[src/rtl/tomasulo_pkg.sv]
// Shared types and constants for the Tomasulo reservation-station slice.
package tomasulo_pkg;

    localparam int DATA_W = 16;
    localparam int ROB_W  = 3;
    localparam int REG_W  = 4;
    localparam int FUNC_W = 4;

    localparam logic [FUNC_W-1:0] FUNC_ADD = 4'b0000;
    localparam logic [FUNC_W-1:0] FUNC_SUB = 4'b0001;
    localparam logic [FUNC_W-1:0] FUNC_MUL = 4'b0010;
    localparam logic [FUNC_W-1:0] FUNC_DIV = 4'b0011;

    typedef enum logic [1:0] {
        CLS_ADD     = 2'd0,
        CLS_MUL     = 2'd1,
        CLS_ILLEGAL = 2'd2
    } fclass_e;

    typedef struct packed {
        logic              busy;
        logic [FUNC_W-1:0] func;
        logic [ROB_W-1:0]  tag;
        logic [REG_W-1:0]  rd;
        logic [DATA_W-1:0] vj;
        logic [ROB_W-1:0]  qj;
        logic              rj;
        logic [DATA_W-1:0] vk;
        logic [ROB_W-1:0]  qk;
        logic              rk;
    } rs_entry_t;

    function automatic fclass_e func_class(input logic [FUNC_W-1:0] f);
        case (f)
            FUNC_ADD, FUNC_SUB: return CLS_ADD;
            FUNC_MUL, FUNC_DIV: return CLS_MUL;
            default:            return CLS_ILLEGAL;
        endcase
    endfunction

endpackage

[src/rtl/rs_bank.sv]
// N-entry reservation station: free-slot search, CDB wakeup, ready select
// and valid/ready dispatch to one functional unit.
module rs_bank
    import tomasulo_pkg::*;
#(
    parameter  int N     = 2,
    localparam int IDX_W = (N > 1) ? $clog2(N) : 1,
    localparam int CNT_W = $clog2(N + 1)
) (
    input  logic              clk,
    input  logic              rst,
    input  logic              app_valid,
    input  rs_entry_t         app_entry,
    output logic              full,
    input  logic              cdb_valid,
    input  logic [ROB_W-1:0]  cdb_tag,
    input  logic [DATA_W-1:0] cdb_data,
    output logic              disp_valid,
    input  logic              disp_ready,
    output logic [FUNC_W-1:0] disp_func,
    output logic [DATA_W-1:0] disp_op1,
    output logic [DATA_W-1:0] disp_op2,
    output logic [ROB_W-1:0]  disp_tag,
    output logic [CNT_W-1:0]  occ
);

    rs_entry_t        ents     [N];
    rs_entry_t        ents_nxt [N];
    logic [N-1:0]     rdy;
    logic [IDX_W-1:0] free_idx;
    logic [IDX_W-1:0] rdy_idx;
    logic [IDX_W-1:0] sel_idx;
    logic [IDX_W-1:0] lock_idx;
    logic             lock;
    logic             any_rdy;
    logic             fire;
    logic             do_app;
    logic [CNT_W-1:0] occ_nxt;

    always_comb begin
        free_idx = '0;
        full     = 1'b1;
        rdy_idx  = '0;
        any_rdy  = 1'b0;
        rdy      = '0;
        for (int i = N - 1; i >= 0; i--) begin
            rdy[i] = ents[i].busy && ents[i].rj && ents[i].rk;
            if (!ents[i].busy) begin
                free_idx = IDX_W'(i);
                full     = 1'b0;
            end
            if (rdy[i]) begin
                rdy_idx = IDX_W'(i);
                any_rdy = 1'b1;
            end
        end
    end

    // A stalled offer keeps its entry even if a lower-indexed one wakes up,
    // so the outputs stay stable until the unit accepts.
    always_comb begin
        sel_idx    = (lock && rdy[lock_idx]) ? lock_idx : rdy_idx;
        disp_valid = any_rdy;
        disp_func  = disp_valid ? ents[sel_idx].func : '0;
        disp_op1   = disp_valid ? ents[sel_idx].vj   : '0;
        disp_op2   = disp_valid ? ents[sel_idx].vk   : '0;
        disp_tag   = disp_valid ? ents[sel_idx].tag  : '0;
    end

    assign fire   = disp_valid && disp_ready;
    assign do_app = app_valid && !full;

    always_comb begin
        occ_nxt = '0;
        for (int i = 0; i < N; i++) begin
            ents_nxt[i] = ents[i];
            if (cdb_valid && ents[i].busy) begin
                if (!ents[i].rj && ents[i].qj == cdb_tag) begin
                    ents_nxt[i].rj = 1'b1;
                    ents_nxt[i].vj = cdb_data;
                end
                if (!ents[i].rk && ents[i].qk == cdb_tag) begin
                    ents_nxt[i].rk = 1'b1;
                    ents_nxt[i].vk = cdb_data;
                end
            end
            if (fire && sel_idx == IDX_W'(i)) begin
                ents_nxt[i].busy = 1'b0;
            end
            // Only a slot free before the edge is a target; a slot freed by
            // dispatch this cycle is not reused until the next one.
            if (do_app && free_idx == IDX_W'(i)) begin
                ents_nxt[i] = app_entry;
            end
            occ_nxt = occ_nxt + CNT_W'(ents_nxt[i].busy);
        end
    end

    always_ff @(posedge clk) begin
        if (rst) begin
            for (int i = 0; i < N; i++) begin
                ents[i] <= '0;
            end
            occ      <= '0;
            lock     <= 1'b0;
            lock_idx <= '0;
        end else begin
            for (int i = 0; i < N; i++) begin
                ents[i] <= ents_nxt[i];
            end
            occ      <= occ_nxt;
            lock     <= disp_valid && !disp_ready;
            lock_idx <= sel_idx;
        end
    end

endmodule

[src/rtl/rstation_append.sv]
// Reservation-station front end: class decode, operand setup with same-cycle
// CDB forwarding, and routing of appends into the add and mul banks.
module rstation_append
    import tomasulo_pkg::*;
#(
    parameter int DATA_W = tomasulo_pkg::DATA_W,
    parameter int ROB_W  = tomasulo_pkg::ROB_W,
    parameter int REG_W  = tomasulo_pkg::REG_W,
    parameter int FUNC_W = tomasulo_pkg::FUNC_W
) (
    input  logic              clk1,
    input  logic              rst,
    input  logic              count,
    input  logic [REG_W-1:0]  rs1,
    input  logic [REG_W-1:0]  rs2,
    input  logic [REG_W-1:0]  rd,
    input  logic [FUNC_W-1:0] func,
    input  logic [ROB_W-1:0]  rob_ind,
    input  logic              rs1_busy,
    input  logic              rs2_busy,
    input  logic [ROB_W-1:0]  rs1_tag,
    input  logic [ROB_W-1:0]  rs2_tag,
    input  logic [DATA_W-1:0] rs1_val,
    input  logic [DATA_W-1:0] rs2_val,
    input  logic              cdb_valid,
    input  logic [ROB_W-1:0]  cdb_tag,
    input  logic [DATA_W-1:0] cdb_data,
    output logic              add_valid,
    input  logic              add_ready,
    output logic [FUNC_W-1:0] add_func,
    output logic [DATA_W-1:0] add_op1,
    output logic [DATA_W-1:0] add_op2,
    output logic [ROB_W-1:0]  add_tag,
    output logic              mul_valid,
    input  logic              mul_ready,
    output logic [FUNC_W-1:0] mul_func,
    output logic [DATA_W-1:0] mul_op1,
    output logic [DATA_W-1:0] mul_op2,
    output logic [ROB_W-1:0]  mul_tag,
    output logic [1:0]        add_count,
    output logic [1:0]        mul_count,
    output logic              append_drop
);

    fclass_e   cls;
    rs_entry_t app_entry;
    logic      fwd_j;
    logic      fwd_k;
    logic      add_full;
    logic      mul_full;
    logic      add_app;
    logic      mul_app;
    logic      unused_idx;

    // Register indices are resolved upstream by the register-status lookup.
    assign unused_idx = ^{rs1, rs2};

    assign cls = func_class(func);

    always_comb begin
        fwd_j = rs1_busy && cdb_valid && (cdb_tag == rs1_tag);
        fwd_k = rs2_busy && cdb_valid && (cdb_tag == rs2_tag);

        app_entry      = '0;
        app_entry.busy = 1'b1;
        app_entry.func = func;
        app_entry.tag  = rob_ind;
        app_entry.rd   = rd;
        app_entry.rj   = !rs1_busy || fwd_j;
        app_entry.vj   = rs1_busy ? (fwd_j ? cdb_data : '0) : rs1_val;
        app_entry.qj   = rs1_busy ? rs1_tag : '0;
        app_entry.rk   = !rs2_busy || fwd_k;
        app_entry.vk   = rs2_busy ? (fwd_k ? cdb_data : '0) : rs2_val;
        app_entry.qk   = rs2_busy ? rs2_tag : '0;
    end

    assign add_app = count && (cls == CLS_ADD);
    assign mul_app = count && (cls == CLS_MUL);

    assign append_drop = !rst && count &&
                         ((cls == CLS_ILLEGAL) ||
                          (cls == CLS_ADD && add_full) ||
                          (cls == CLS_MUL && mul_full));

    rs_bank #(.N(2)) u_add_bank (
        .clk        (clk1),
        .rst        (rst),
        .app_valid  (add_app),
        .app_entry  (app_entry),
        .full       (add_full),
        .cdb_valid  (cdb_valid),
        .cdb_tag    (cdb_tag),
        .cdb_data   (cdb_data),
        .disp_valid (add_valid),
        .disp_ready (add_ready),
        .disp_func  (add_func),
        .disp_op1   (add_op1),
        .disp_op2   (add_op2),
        .disp_tag   (add_tag),
        .occ        (add_count)
    );

    rs_bank #(.N(2)) u_mul_bank (
        .clk        (clk1),
        .rst        (rst),
        .app_valid  (mul_app),
        .app_entry  (app_entry),
        .full       (mul_full),
        .cdb_valid  (cdb_valid),
        .cdb_tag    (cdb_tag),
        .cdb_data   (cdb_data),
        .disp_valid (mul_valid),
        .disp_ready (mul_ready),
        .disp_func  (mul_func),
        .disp_op1   (mul_op1),
        .disp_op2   (mul_op2),
        .disp_tag   (mul_tag),
        .occ        (mul_count)
    );

endmodule

[config.mk]
export PLATFORM = sky130hd
export DESIGN_NAME = rstation_append
export DESIGN_NICKNAME = d
export VERILOG_FILES = /design/src/rtl/tomasulo_pkg.sv /design/src/rtl/rs_bank.sv /design/src/rtl/rstation_append.sv
export SDC_FILE = /design/constraint.sdc
export NUM_CORES = 1
export LEC_CHECK = 0
export ABC_AREA = 1
export CAP_MARGIN = 20
export CORE_ASPECT_RATIO = 0.6
export CORE_UTILIZATION = 55
export DETAILED_ROUTE_END_ITERATION = 8
export PLACE_DENSITY = 0.81
export SLEW_MARGIN = 15
export SYNTH_ARGS = -nofsm -noshare
export SYNTH_HDL_FRONTEND = slang
export SYNTH_SLANG_ARGS = --single-unit
[constraint.sdc]
create_clock -name clk1 -period 2.7 [get_ports clk1]
set_input_delay 0.405 -clock clk1 [delete_from_list [all_inputs] [get_ports clk1]]
set_output_delay 0.405 -clock clk1 [all_outputs]
set_load 0.01 [all_outputs]
* After elaboration in Yosys (flattened, before gate mapping)
Memory sizes are Yosys's and may differ from the RTL's. Index checks and enable logic that the tools add are counted.
Operators by class: add/subtract/negate cells 2, magnitude comparators 2, eq/ne operators 15, muxes and demuxes 78, bitwise logic cells 8, reduce and logical (&&, ||, !) cells 69
Operator list (number):
- two-way mux 52 bit | 8
- two-way mux 16 bit | 20
- two-way mux 17 bit | 4
- logical AND 1 bit | 46
- two-way mux 1 bit | 39
- == test 3 bit | 10
- zero test 1 bit | 15
- two-way mux 3 bit | 4
- == test 4 x 2 -> 1 bit (second input constant) | 2
- two-way mux 4 bit | 2
- adder 1 x 1 -> 2 bit | 2
- == test 4 x 1 -> 1 bit (second input constant) | 1
- zero test 4 bit | 1
- logical OR 1 bit | 4
- less-than comparator 1 x 2 -> 1 bit (second input constant) | 2
- inverter 1 bit | 4
- OR 1 bit | 4
- case mux 2 bit (2 select lines) | 1
- OR reduction 2 bit | 2
- == test 2 x 1 -> 1 bit (second input constant) | 1
- == test 2 bit (second input constant) | 1
- zero test 2 bit | 1
Word-level totals: flip-flop bits (word level) 8, memory bits (writable) 208, bits of input ports 84, output and inout port bits 85, word-level logic and storage cells 182, memories 2
Memory list:
- u_add_bank.ents | words 2, bits a word 52, read ports 3, clocked after Yosys merged registers in 0, write ports 2, line rs_bank.sv:27 | rs_entry_t ents [N];
- u_mul_bank.ents | words 2, bits a word 52, read ports 3, clocked after Yosys merged registers in 0, write ports 2, line rs_bank.sv:27

* Logic depth before layout (Yosys ltp)
An unclocked memory read counts as a cell.
word-level depth 12, gate-level depth with buffers 11, mapped depth without buffers 10

* Cells and area by module
From an unflattened synthesis, not the netlist that was laid out.
Unflattened totals: cell total of the unflattened synthesis 1849, area total of the unflattened synthesis 11598.6 um^2
By module, submodules not included:
- rs_bank at u_mul_bank | instances 1, cells an instance 843, area each 5366.4 um^2, seq. area each 2001.9 um^2
- rs_bank at u_add_bank | instances 1, cells an instance 840, area each 5340.1 um^2, seq. area each 2001.9 um^2
- rstation_append | instances 1, cells an instance 166, area each 892.1 um^2, seq. area each 0.0 um^2

* Worst setup path after synthesis
No wires, ideal clock.
path kind reg2out, start memory u_add_bank.ents[0][51] (netlist name), end output port add_op2[0], arrival time 1.312 ns, data required time 2.295 ns, slack 0.983 ns, cell stages (with the launch flop) 8, buffers on the path 2, path through dfxtp_1 -> nand3_1 -> a21o_1 -> nand2_1 -> buf_2 -> buf_2 -> o21ai_0 -> a21oi_1
RTL lines:
- start, declared | line rs_bank.sv:27
- end, declared | line rstation_append.sv:32 | output logic [DATA_W-1:0] add_op2,

==> impl_metrics.csv <==
group,metric,value,unit
outcome,outcome,"finished, final reports clean",
worst_setup_path,path_buf_inv,3,
placed_design,dp_hpwl,25.8,mm
synthesis,synthArstFlopShare,0,
placed_design,io_buffers,156,
timing,hold_violations,0,
job,maxCapViolations,0,
route,drt_wl_total,39.8,mm
final_layout,insertedDiodeCount,0,
worst_setup_path,cp-end-kind,"output port",
worst_setup_path,start_kind,"flip-flop",
worst_setup_path,cp_cell_sequence,"nand3_1, a21o_1, nand2_2, inv_2, clkbuf_16, a21oi_1, clkdlybuf4s50_1",
synthesis,synth-xor-area-share,0.00459,
timing,maxSlewHeadroom,0.419,
final_layout,fillers,1714,
clock_network,clkSlewWorstSetupHoldPaths,70,ps
synthesis,muxShareOfSynthArea,0,
clock_network,cts-root-buf,"clkbuf_16",
worst_setup_path,crit_arrival,2220,ps
timing,max_freq,0.381,GHz
final_layout,final_common_cell,"nand2_1",
die,die_area,21400,sq um
worst_setup_path,slowest_stage,"clkdlybuf4s50_1",
synthesis,synth_top_family_by_area,"simple AND/OR/NAND/NOR gates",
placed_design,dp_cells,2114,
route,vias_per_cell,5.86,
pwr,p_total,0.00636,W
die,ios,169,
final_layout,drive_gt1_frac,0.0965,
synthesis,synth-edff-count,0,
worst_setup_path,crit_required,2300,ps
worst_setup_path,path_delay_family,"buffers and inverters",
final_layout,final_cell_mix,"nand2_1 (402), nand3_1 (208), a21oi_1 (205)",
timing,min_period_over_period,0.971,
final_layout,fin_nets,1949,
final_layout,final_cells,2149,
route,drc_errors,0,
clock_network,ctsHoldBuffers,0,
global_routing,grt_pass1_wl,60.2,mm
global_routing,grt_max_degree,158,
route,ant_nets,0,
synthesis,synth_compound_area_frac,0.205,
pwr,ir_drop,0.449,mV
worst_hold_path,hp-start,"u_add_bank.ents[1][50]",
synthesis,synth.distinct_cells,37,
worst_setup_path,worst-r2r-setup-slack,830,ps
synthesis,synthFlopType,"dfxtp_1",
worst_setup_path,crit_fanout,17,
timing,maxSlewViolCount,0,
worst_setup_path,reg2reg_to,"u_add_bank.ents[1][32]",
placed_design,routabilityCongestion,0.974,
clock_network,cts_buffer_depth,2,
worst_setup_path,cp_slowest_stage_delay,550,ps
timing,tightest_slew,870,ps
die,die_w,188,um
synthesis,netlist_instances,1778,
die,rows,40,
route,wl_per_cell,18.5,um
worst_hold_path,min_to,"u_add_bank.ents[1][50]",
global_routing,grt_pass1_vias,11100,
timing,finClkSkew,11.7,ps
synthesis,ys_seq_area_frac,0.350,
route,dr.pass1.iters,7,
die,initial_core_util,0.567,
synthesis,synthAdderAreaFrac,0.00219,
synthesis,ys_ff_latch,200,
global_routing,antenna_found_initial,1,
worst_hold_path,min_path_type,"reg2reg",
clock_network,cts_buffers,17,
clock_network,cts_tree,"built",
synthesis,ys_warn_count,0,
worst_setup_path,critPathKind,"reg2out",
global_routing,gr-total-overflow,0,
synthesis,synth_area_per_cell,6.44,sq um
route,dr_total_vias,12600,
timing,finalCriticalPeriod,2620,ps
die,die_height,114,um
clock_network,htree_levels,4,
worst_setup_path,r2r-start,"u_add_bank.ents[0][51]",
clock_network,post_cts_buffers,0,
worst_hold_path,hold_depth,2,
synthesis,syn-num-nets,1864,
pwr,p_leak,6.92,nW
timing,setup_viol_count_final,0,
synthesis,yosys.area_share.simple,0.306,
global_routing,grt_usage,0.362,
route,drtIter0Drc,1624,
clock_network,worstSkewPairLatency,450,ps
final_layout,area_delta_synth_final,22.6,%
synthesis,syn_area,11400,sq um
final_layout,postLayoutCoreUtil,0.696,
pwr,powerDensity,453,nW/um^2
die,core_area,20200,sq um
worst_setup_path,worstRegToRegCells,7,
worst_setup_path,cp.depth,7,
clock_network,clkSinkCount,200,
kinds of logic after synthesis:
family          count (synthesis)
simple gates                  762
compound gates                459
buf+inv                       349
flops                         200
xor+xnor                        6
fa+ha+maj                       2
through the flow:
step	instance area (sq um)	setup TNS, ps	hold WS, ps	worst slack (ps)
3_5_place_dp	13200	0	429	274
2_1_floorplan	11400	0	414	983
3_3_place_gp	13200	0	424	304
5_1_grt	14000	-1.72	465	-1.72
6_report	14000	0	442	78.2
4_1_cts	13800	-32.4	442	-12.0
flip-flops by register name (all words and copies together) (netlist names):
register             cells
u_mul_bank.ents         96
u_add_bank.lock          1
u_add_bank.ents         96
u_mul_bank.occ           2
u_mul_bank.lock          1
u_mul_bank.lock_idx      1
u_add_bank.lock_idx      1
u_add_bank.occ           2
Yosys cell counts, drive strengths merged (6+ instances only):
master,n,area share
nor3,9,0.0044
nand3,231,0.12
clkbuf,52,0.017
a21oi,220,0.099
nor2,86,0.033
o21ai,233,0.10
xor2,6,0.0046
buf,96,0.050
nand2,429,0.15
inv,198,0.065
dfxtp,200,0.35
power by group:
| part | leakage, nW | internal, W | total, W | switching (W) |
|---|---|---|---|---|
| sequential | 1.62 | 0.00300 | 0.00302 | 0.0000245 |
| clock | 0.277 | 0.00137 | 0.00261 | 0.00124 |
| combinational | 5.03 | 0.000243 | 0.000720 | 0.000476 |
how the worst max path moves through the flow:
stage                                        end                   start  slack, ps
after floorplan                       add_op2[0]  u_add_bank.ents[0][51]        980
after global placement    u_add_bank.ents[0][31]               cdb_valid        300
after detailed placement  u_add_bank.ents[0][31]               cdb_valid        270
after CTS                             mul_tag[2]  u_mul_bank.ents[0][51]        -10
after global routing                 add_func[1]  u_add_bank.ents[0][20]         -2
final                                add_func[1]  u_add_bank.ents[0][20]         80
metal layers:
layer	track usage	routed length, um	vias to the layer above
li1	-	-	5925
met1	0.515	16600	5750
met2	0.516	16400	827
met3	0.106	5590	88
met4	0.127	1120	2
met5	0	13	-
tightest hold or removal path, cell delays in order (launching register included):
cell     delay, ps
dfxtp_1        310
nand2_1         60
nor2_1          30
area by class of cell:
class	instances	area, sq um	share of cell area
Tap cell	273	342	0.0243
Clock inverter	14	150	0.0107
Sequential cell	200	4010	0.285
Clock buffer	18	429	0.0306
Inverter	201	761	0.0542
Timing Repair Buffer	214	2360	0.168
Multi-Input combinational cell	1229	5990	0.427
timing repair:
item,in CTS,in global routing
pin swaps,0,1
resized for setup,54,61
setup endpoints to repair,62,54
gates cloned,0,3
Power figures use the tool's default switching activity.
